### src/rtl/bp_me_mem_arb_2to1.sv
// Two-client arbiter in front of a single BedRock memory port.
// Commands are granted round-robin with zero latency. The source of each
// accepted command is remembered in an in-order tracker, and each memory
// response is routed back to the client that issued the oldest command.
module bp_me_mem_arb_2to1
  #(parameter int msg_width_p       = 128
   ,parameter int max_outstanding_p = 4
   )
   (input  logic                                     clk_i
   ,input  logic                                     reset_n_i
   ,input  logic                                     drain_i

   ,input  logic [msg_width_p-1:0]                   cmd0_i
   ,input  logic                                     cmd0_v_i
   ,output logic                                     cmd0_yumi_o
   ,input  logic [msg_width_p-1:0]                   cmd1_i
   ,input  logic                                     cmd1_v_i
   ,output logic                                     cmd1_yumi_o

   ,output logic [msg_width_p-1:0]                   resp0_o
   ,output logic                                     resp0_v_o
   ,input  logic                                     resp0_yumi_i
   ,output logic [msg_width_p-1:0]                   resp1_o
   ,output logic                                     resp1_v_o
   ,input  logic                                     resp1_yumi_i

   ,output logic [msg_width_p-1:0]                   mem_cmd_o
   ,output logic                                     mem_cmd_v_o
   ,input  logic                                     mem_cmd_ready_and_i
   ,input  logic [msg_width_p-1:0]                   mem_resp_i
   ,input  logic                                     mem_resp_v_i
   ,output logic                                     mem_resp_yumi_o

   ,output logic [$clog2(max_outstanding_p+1)-1:0]   outstanding_o
   ,output logic                                     idle_o
   ,output logic                                     error_o
   );

   localparam int ptr_w_lp = $clog2(max_outstanding_p);
   localparam int cnt_w_lp = $clog2(max_outstanding_p+1);
   localparam logic [cnt_w_lp-1:0] max_cnt_lp = cnt_w_lp'(max_outstanding_p);

   logic                         last_grant_r;
   logic [max_outstanding_p-1:0] src_r;
   logic [ptr_w_lp-1:0]          wptr_r, rptr_r;
   logic [cnt_w_lp-1:0]          count_r;
   logic                         error_r;

   logic gnt1, can_issue, cmd_hs, have_head, head, pop, err_set;

   // Round-robin grant, zero-latency command mux and handshake decode.
   // The full check uses only the registered count so the grant never
   // depends on the response-side yumi in the same cycle.
   always_comb begin
      gnt1        = cmd1_v_i & (~cmd0_v_i | ~last_grant_r);
      can_issue   = reset_n_i & ~drain_i & (count_r < max_cnt_lp);
      mem_cmd_v_o = can_issue & (cmd0_v_i | cmd1_v_i);
      mem_cmd_o   = gnt1 ? cmd1_i : cmd0_i;
      cmd_hs      = mem_cmd_v_o & mem_cmd_ready_and_i;
      cmd0_yumi_o = cmd_hs & ~gnt1;
      cmd1_yumi_o = cmd_hs &  gnt1;
   end

   // Response routing by the tracker head, plus protocol error detection.
   always_comb begin
      have_head       = (count_r != '0);
      head            = src_r[rptr_r];
      resp0_o         = mem_resp_i;
      resp1_o         = mem_resp_i;
      resp0_v_o       = reset_n_i & mem_resp_v_i & have_head & ~head;
      resp1_v_o       = reset_n_i & mem_resp_v_i & have_head &  head;
      mem_resp_yumi_o = head ? (resp1_yumi_i & resp1_v_o) : (resp0_yumi_i & resp0_v_o);
      pop             = mem_resp_yumi_o;
      err_set         = (mem_resp_v_i & ~have_head)
                      | (resp0_yumi_i & ~resp0_v_o)
                      | (resp1_yumi_i & ~resp1_v_o);
      outstanding_o   = count_r;
      idle_o          = ~have_head & ~mem_cmd_v_o;
      error_o         = error_r;
   end

   // Tracker storage: one source bit per accepted command, written at the tail.
   always_ff @(posedge clk_i) begin
      if (cmd_hs)
         src_r[wptr_r] <= gnt1;
   end

   // Grant history, tracker pointers/occupancy and the sticky error flag.
   always_ff @(posedge clk_i) begin
      if (!reset_n_i) begin
         last_grant_r <= 1'b1;
         wptr_r       <= '0;
         rptr_r       <= '0;
         count_r      <= '0;
         error_r      <= 1'b0;
      end else begin
         if (cmd_hs) begin
            last_grant_r <= gnt1;
            wptr_r       <= wptr_r + ptr_w_lp'(1);
         end
         if (pop)
            rptr_r <= rptr_r + ptr_w_lp'(1);
         case ({cmd_hs, pop})
            2'b10:   count_r <= count_r + cnt_w_lp'(1);
            2'b01:   count_r <= count_r - cnt_w_lp'(1);
            default: count_r <= count_r;
         endcase
         if (err_set)
            error_r <= 1'b1;
      end
   end

endmodule

### config.mk
export PLATFORM = sky130hd
export DESIGN_NAME = bp_me_mem_arb_2to1
export DESIGN_NICKNAME = d
export VERILOG_FILES = /design/src/rtl/bp_me_mem_arb_2to1.sv
export SDC_FILE = /design/constraint.sdc
export NUM_CORES = 1
export LEC_CHECK = 0
export ABC_AREA = 1
export BUFFER_PORTS_ARGS = -buffer_cell sky130_fd_sc_hd__buf_4
export CAP_MARGIN = 30
export CORE_AREA = 2 2 307 309
export CTS_CLUSTER_SIZE = 8
export DETAILED_ROUTE_END_ITERATION = 8
export DIE_AREA = 0 0 309 311
export PLACE_DENSITY = 0.3
export SLEW_MARGIN = 20
export SYNTH_ARGS = -nofsm -noshare
export SYNTH_HDL_FRONTEND = slang
export SYNTH_SLANG_ARGS = --single-unit
### constraint.sdc
create_clock -name clk_i -period 6 [get_ports clk_i]
set_input_delay 1.2 -clock clk_i [delete_from_list [all_inputs] [get_ports clk_i]]
set_output_delay 1.2 -clock clk_i [all_outputs]
set_load 0.02 [all_outputs]
After elaboration in Yosys (flattened, before gate mapping)
Index checks and enable logic that the tools add are counted.
{"block": "word_totals", "regBits": 13, "input_bits": 393, "out_inout_bits": 395, "word_cells": 57}
{"block": "classes", "n_addsub": 4, "n_lt_le_gt_ge": 4, "n_eq_ne": 2, "mux": 8, "bitwise": 30, "n_reduce_logical": 3}
{"op": "$mux W128", "n": 1}
{"op": "$and A1 B1 Y1", "n": 17}
{"op": "$not A1 Y1", "n": 9}
{"op": "$lt A2 B3 Y1 const B", "n": 2}
{"op": "$pmux W3 S2", "n": 1}
{"op": "$add A2 B1 Y2 const B", "n": 2}
{"op": "$bwmux W4", "n": 1}
{"op": "$or A1 B1 Y1", "n": 4}
{"op": "$add A3 B1 Y3 const B", "n": 1}
{"op": "$lt A3 B3 Y1 const B", "n": 1}
{"op": "$mux W1", "n": 3}
{"op": "$reduce_bool A3 Y1", "n": 1}
{"op": "$sub A3 B1 Y3 const B", "n": 1}
{"op": "$bmux W1 S2", "n": 1}
{"op": "$demux W1 S2", "n": 1}
{"op": "$eq A2 B1 Y1 const B", "n": 1}
{"op": "$eq A2 B2 Y1 const B", "n": 1}
{"op": "$ge A2 B1 Y1 const B", "n": 1}
{"op": "$reduce_bool A2 Y1", "n": 1}
{"op": "$logic_and A1 B1 Y1", "n": 1}

Logic depth before layout (Yosys ltp)
Gate-level depths: netlist of the first run.
{"block": "logic_depth", "ltp_word": 8, "mapped_depth": 13, "depth_no_buf": 12}

Worst setup path after synthesis of the first run
Ideal clock, no wire load.
{"block": "synth_timing", "path_type": "input to output", "start": "in reset_n_i", "end": "out cmd0_yumi_o", "arrival_ns": 2.206, "required_ns": 4.800, "path_slack_ns": 2.594, "stages": 4, "n_path_buf": 0, "path_cell_list": "inv_2 nor4_4 nand2_4 nor2_1"}
{"block": "synth_via", "elab_chain_len": 5}
{"item": "from (decl)", "line": "10", "source": ",input logic reset_n_i"}
{"item": "$and A1 B1 Y1 (2 in a row)", "line": "56", "source": "can_issue = reset_n_i & ~drain_i & (count_r < max_cnt_lp);"}
{"item": "$and A1 B1 Y1", "line": "57", "source": "mem_cmd_v_o = can_issue & (cmd0_v_i | cmd1_v_i);"}
{"item": "via mem_cmd_v_o", "line": "28", "source": ",output logic mem_cmd_v_o"}
{"item": "$and A1 B1 Y1", "line": "59", "source": "cmd_hs = mem_cmd_v_o & mem_cmd_ready_and_i;"}
{"item": "$and A1 B1 Y1", "line": "60", "source": "cmd0_yumi_o = cmd_hs & ~gnt1;"}
{"item": "to (decl)", "line": "15", "source": ",output logic cmd0_yumi_o"}
The timed path passes the listed nets, and every way through them passes these cells.

Worst setup path after layout of the first run
{"block": "layout_timing", "start": "in cmd0_v_i", "end": "out mem_cmd_o[14]"}
{"block": "layout_via", "elab_chain_len": 4}
{"item": "from (decl)", "line": "14", "source": ",input logic cmd0_v_i"}
{"item": "$not A1 Y1", "line": "55", "source": "gnt1 = cmd1_v_i & (~cmd0_v_i | ~last_grant_r);"}
{"item": "$or A1 B1 Y1", "line": "55"}
{"item": "$and A1 B1 Y1", "line": "55"}
{"item": "$mux W128", "line": "58", "source": "mem_cmd_o = gnt1 ? cmd1_i : cmd0_i;"}
{"item": "to (decl)", "line": "27", "source": ",output logic [msg_width_p-1:0] mem_cmd_o"}
Every way passes these cells.

==> impl_results.md, run 1 <==
* Status: finished, final reports clean
* Largest net degree at the start of global routing at 129
* Total CTS buffers at 3
* Root Driver: clkbuf_16
* Die W at 309 um
* Worst-Margin Slew at 0.9769 ns
* Layout area overhead at 64.57%
* Fraction of the mapped netlist area in adder cells at 0.01931
* Port bufs at ~400
* Post-synth ARST share at 0
* Worst hold start: wptr_r[1]
* Most common cell in the netlist: nand2_1
* Dominant cells by area after synthesis: buf_4 45%, nand2_1 36%, dfxtp_1 4.2%, edfxtp_1 2.8%, inv_1 1.8%
* DR WL/cell at ~11 um
* Worst setup path endpoint: mem_cmd_o[14]
* Synth area leader: buf_4
* Fin. Hold Viols at 0
* Depth of the CTS H-tree at 1
* Detailed-route via count at between 4000 and 5000
* Critical-path top delay cell: buf_12
* GRT overflow at 0
* RR Startpoint: outstanding_o[0]
* Setup TNS at 0 ns
* Family with the most delay on the worst path: simple AND/OR/NAND/NOR gates
* Place WS at 2.091 ns
* Worst-Skew Late Latency at ~0.24 ns
* Hold_buf cts at 0
* Post-synthesis register bit count at 13
* CP dominant cell by count: nand2_1
* Post-synthesis net count at 1176
* Cells along the critical path: buf_4 > nand2_1 > nand2_4 > buf_12 > nand2_1 > nand2_1 > buf_4
* Compound-Gate Fraction of Synth Area at 0.01668
* Vias in the first global route at a little under 5000
* Power Total at around 770 uW
* Drt drc at 0
* Endpoints failing setup at 0
* Register-to-Register Path Depth at 12
* Clock Skew at 0.0007067 ns
* Setup ws final at 2.101 ns
* Critical Path Sink Type: output port
* TritonCTS sink count at 13
* Post-Synth Simple-Gate Area at 0.3912
* Req. time, crit path at 4.80 ns
* Synthesized area per cell at between 5 and 6 sq um
* Yosys cell types at 21
* Die Y-Extent at approximately 310 um
* Relative slew slack at 0.3487
* Grt met3 use at 0.04128
* Met2 usage at 0.07149
* Sequential area share after synthesis at 0.07022
* Max VDD drop at 0.00007483 V
* Reg2reg end: outstanding_o[2]
* Cell count after synthesis at 777
* RSZ-0062 raised after global routing: no
* Buffers & Inverters on Critical Path at 3
* Die area at between 90000 and 100000 sq um
* Max_cap viols at 0
* Top FF cell, synth: dfxtp_1
* Post-Synth XOR/XNOR Area at 0.004096
* Stages on the worst setup path at 7
* Vias/cell at 2.255
* Crit path DAT at 2.70 ns
* Gr busiest metal: met2
* Initial DRT Pass Iterations at 4
* FF-to-FF setup slack at 3.68 ns
* CP startpoint: cmd0_v_i
* Synth top area share at 0.4494
* Crit-path max FO at ~130
* Largest family of logic cells by synthesized area: buffers and inverters
* RePlAce Congestion at around 0.67
* EDFF count, synth at 4
* Reg clk slew, reported paths at 0.05 ns
* Fmax achieved at between 200 and 300 MHz
* # rows at ~110
* Hold Crit Class: flip-flop to flip-flop
* Core box area at ~93000 sq um
* CP max stage delay at 0.28 ns
* Lkg Pwr at 3.598 nW
* Netlist Area Pre-Place at 4277 sq um
* Initial Util at 0.04610
* Most frequent cells after synthesis: 410 x nand2_1, 256 x buf_4, 21 x inv_1, 12 x buf_2, 12 x nand3_1
* Total GRT Usage at 0.04488
* Layout cells sized above 1 at 0.4665
* Min Tclk post-route at around 3.9 ns
* Layout Nets at 1311
* # Post-CTS Setup Buffers at 0
* Met1 Track Usage GR at 0.04127
* Initial antenna violation count at 3
* Resized cells post-CTS at 0
* Pwr Density at 109.0 nW/um^2
* Slew Limit Fails at 0
* Fin crit share at 0.6498
* Ports at 788
* Max clock buf depth at 2
* Drt initial violations at 137
* Post-route ant nets at 0
* CTS tree: yes
* Critical path class: input pin to output port
* Hpwl dp at 20.65 mm
* Synth Warn # at 0
* Fraction of synthesized area in multiplexers at 0
* Nature of the critical path startpoint: input pin
* First-pass GRT wire length at ~32 mm
* Routed WL at 23.90 mm
-- layer usage --
metal	up-vias	wire (um)
met5	-	141
met4	8	559
met3	46	5395
met2	545	10030
met1	1955	7778
li1	2332	-
-- stage by stage --
stage | utilization | hold slack [ns] | instance area [sq um] | instances
after floorplan | - | 0.4287 | 4277 | 777
after detailed placement | 0.07495 | 0.5002 | 6953 | 2161
after global routing | 0.07581 | 0.5426 | 7033 | 2165
final | 0.07587 | 0.5032 | 7038 | 2167
after global placement | 0.07495 | 0.5228 | 6953 | 2161
after CTS | 0.07581 | 0.5075 | 7033 | 2165
-- placed cells by master (no fill, tap or decap) --
| master | n |
|---|---|
| a21oi_1 | 7 |
| a31o_2 | 1 |
| buf_12 | 2 |
| buf_4 | 413 |
| clkbuf_16 | 3 |
| clkinv_2 | 1 |
| dfxtp_1 | 9 |
| diode_2 | 2 |
| edfxtp_1 | 4 |
| fa_1 | 1 |
| ha_1 | 5 |
| inv_1 | 21 |
| inv_2 | 1 |
| inv_6 | 1 |
| nand2_1 | 409 |
| nand2_4 | 2 |
| nand3_1 | 12 |
| nor2_1 | 11 |
| nor4_4 | 1 |
| o21a_1 | 1 |
| o21ai_0 | 4 |
| xor2_1 | 2 |
-- state kept, by name, summed over array words and instances (netlist names) --
signal,cells
error_o,1
last_grant_r,1
outstanding_o,3
rptr_r,2
src_r,4
wptr_r,2
-- worst min-delay path, delay by kind of cell, from the launching register on --
kind / cells / cell delay (ns)
compound gates: 1 / 0.05
flops: 1 / 0.33
simple gates: 1 / 0.07
-- worst min path at each step --
stage	to	depth (start not counted)
2_1_floorplan	last_grant_r	2
3_3_place_gp	wptr_r[0]	2
3_5_place_dp	wptr_r[1]	2
4_1_cts	wptr_r[1]	2
5_1_grt	wptr_r[0]	2
6_report	wptr_r[1]	2
-- cell type report --
type | instances | area (sq um)
antenna | 2 | 5.005
clock buffer | 3 | 75.07
clock inverter | 1 | 5.005
fill | 11135 | 85730
inverter | 23 | 91.34
multi-input combinational | 456 | 1852
sequential | 13 | 300.3
tap | 1254 | 1569
timing repair buffer | 415 | 3141
-- cells by family after synthesis --
kind of cell	count (synthesis)
buf+inv	308
compound gates	13
xor+xnor	2
flops	13
fa+ha+maj	6
simple gates	435
-- where the power goes --
| part | leakage [nW] | internal [mW] | switching [mW] |
|---|---|---|---|
| sequential | 0.110 | 0.0939 | 0.00403 |
| combinational | 3.45 | 0.261 | 0.281 |
| clock | 0.0409 | 0.0888 | 0.0388 |
| total | 3.60 | 0.443 | 0.324 |
(Power assumes the default switching activity.)
==> inputs of run 2 (changes only) <==
CORE_AREA = 2 2 303 305   (was 2 2 307 309)
DIE_AREA = 0 0 305 307   (was 0 0 309 311)
clock period = 3.2 ns   (was 6 ns; I/O delays follow)
==> impl_results.md, run 2 (synthesis gave the netlist of run 1 again) <==
* Fill count at 10713 (was 11135)
* Pwr Density at 208.1 nW/um^2 (was 109.0 nW/um^2)
* Initial DRT Pass Iterations at 4 (unchanged)
* Slew Limit Fails at 0 (unchanged)
* Die W at 305 um (was 309 um)
* Min Tclk post-route at 2.618 ns
* Depth of the CTS H-tree at 1 (unchanged)
* Commonest non-fill, non-tap cell in the layout: nand2_1 (was buf_4)
* Setup ws final at 0.5817 ns (was 2.101 ns)
* Layout cells sized above 1 at 0.4630 (was 0.4665)
* Max clock buf depth at 2 (unchanged)
* Gr busiest metal: met2 (unchanged)
* Worst-Skew Late Latency at 0.24 ns (about the same)
* Max_cap viols at 0 (unchanged)
* Max VDD drop at 0.0001174 V (was 0.00007483 V)
* Total GRT Usage at 0.04375 (was 0.04488)
* Status: finished, final reports clean (unchanged)
* Critical-path top delay cell: buf_12 (unchanged)
* Fin. Hold Viols at 0 (unchanged)
* Endpoints failing setup at 0 (unchanged)
* Lkg Pwr at 3.576 nW (was 3.598 nW)
* Buffers & Inverters on Critical Path at 5 (was 3)
* Number of flip-flops in the largest register at 4 (unchanged)
* Initial Util at 0.04716 (was 0.04610)
* Place WS at 0.5606 ns (was 2.091 ns)
* Clock Skew at 0.004663 ns (was 0.0007067 ns)
* Total CTS buffers at 3 (unchanged)
* Port bufs at 403 (unchanged)
* CP dominant cell by count: nand2_1 (unchanged)
* Largest Register: src_r (unchanged)
* Detailed-route via count at 4949 (was 4886)
* First-pass GRT wire length at 30.62 mm (was 31.57 mm)
* Met2 usage at 0.07602 (was 0.07149)
* Initial antenna violation count at 2 (was 3)
* Most frequent cells in the layout: 409 x nand2_1, 405 x buf_4, 21 x inv_1 (was 413 x buf_4, 409 x nand2_1, 21 x inv_1)
* Routed WL at 22.52 mm (was 23.90 mm)
* Nature of the critical path startpoint: input pin (unchanged)
* Fmax achieved at 381.9 MHz
* Crit path DAT at 1.98 ns (was 2.70 ns)
* TritonCTS sink count at 13 (unchanged)
* WHS at 0.4705 ns (was 0.5032 ns)
* CTS tree: yes (unchanged)
* Core box area at 90690 sq um (was 92770 sq um)
* Die Y-Extent at 307 um (was 311 um)
* Layout Nets at 1305 (was 1311)
* Largest net degree at the start of global routing at 88 (was 129)
* Power Total at 1.442 mW (was 766.9 uW)
* Relative slew slack at 0.5970 (was 0.3487)
* Root Driver: clkbuf_16 (unchanged)
* Hold Crit Class: flip-flop to flip-flop (unchanged)
* Crit-path max FO at 84 (was 129)
* CP max stage delay at 0.23 ns (was 0.28 ns)
* DR WL/cell at 10.76 um (was 11.03 um)
* # Post-CTS Setup Buffers at 0 (unchanged)
* Die area at 93640 sq um (was 96100 sq um)
* Req. time, crit path at 2.56 ns (was 4.80 ns)
* Drt initial violations at 155 (was 137)
* Setup TNS at 0 ns (unchanged)
* Drt drc at 0 (unchanged)
* Post-route ant nets at 0 (unchanged)
* RSZ-0062 raised after global routing: no (unchanged)
* Cells along the critical path: buf_4 > nand2_1 > nand2_4 > buf_12 > inv_4 > buf_12 > nand2_1 > nand2_1 > buf_4 (was buf_4 > nand2_1 > nand2_4 > buf_12 > nand2_1 > nand2_1 > buf_4)
* Layout area overhead at 62.05% (was 64.57%)
* Critical path class: input pin to output port (unchanged)
* Resized cells post-CTS at 0 (unchanged)
* RePlAce Congestion at 0.8582 (was 0.6715)
* Worst-Margin Slew at 0.6045 ns (was 0.9769 ns)
* Grt met3 use at 0.03039 (was 0.04128)
* # rows at 111 (was 112)
* Fin crit share at 0.8182
* Met1 Track Usage GR at 0.03581 (was 0.04127)
* Vias in the first global route at 5190 (was 4947)
* Vias/cell at 2.365 (was 2.255)
* FF-to-FF setup slack at 0.97 ns (was 3.68 ns)
* Ports at 788 (unchanged)
* Hold_buf cts at 0 (unchanged)
* GRT overflow at 0 (unchanged)
* Critical Path Sink Type: output port (unchanged)
* Reg clk slew, reported paths at 0.05 ns (about the same)
* Family with the most delay on the worst path: buffers and inverters (was simple AND/OR/NAND/NOR gates)
* Hpwl dp at 19.32 mm (was 20.65 mm)
[run 2: cell types whose count changed in the layout (fill, tap and decap cells not counted), sizes merged]
cell  delta
buf      -6
[run 2: final timing paths]
kind / end / startpoint / cells past startpoint
worst max-delay path: mem_cmd_o[74] / cmd0_v_i / 9
worst min-delay path: last_grant_r / last_grant_r / 2
worst max register to register: outstanding_o[2] / outstanding_o[0] / 12
worst min register to register: last_grant_r / last_grant_r / 2
[run 2: stage by stage]
step                utilization  std cells  cell area, sq um
global route            0.07642       2093              6930
detailed placement      0.07548       2087              6845
floorplan                     -        777              4277
CTS                     0.07636       2091              6925
global placement        0.07548       2087              6845
finish                  0.07642       2093              6930
[run 2: tightest hold or removal path, cell delays in order (launching register included)]
cell and delay [ns]:
dfxtp_1 0.33, nand2_1 0.06, nand3_1 0.05
[run 2: final cells by class]
class                      instances  area [sq um]  area share
antenna                            2         5.005   0.0007222
timing repair buffer             409          3120      0.4503
clock inverter                     1         5.005   0.0007222
tap                             1186          1484      0.2141
inverter                          23         88.84     0.01282
multi-input combinational        456          1852      0.2672
clock buffer                       3         75.07     0.01083
sequential                        13         300.3     0.04333
[run 2: where the power goes]
part	total [mW]	internal, mW	switching (mW)
Sequential	0.183	0.176	0.00735
Clock	0.238	0.166	0.0716
Combinational	1.02	0.486	0.535
[run 2: metal layers]
layer / part of all wire / wire [um]
met1: 0.30 / 6662
met2: 0.47 / 10520
met3: 0.17 / 3920
met4: 0.058 / 1315
met5: 0.0048 / 107
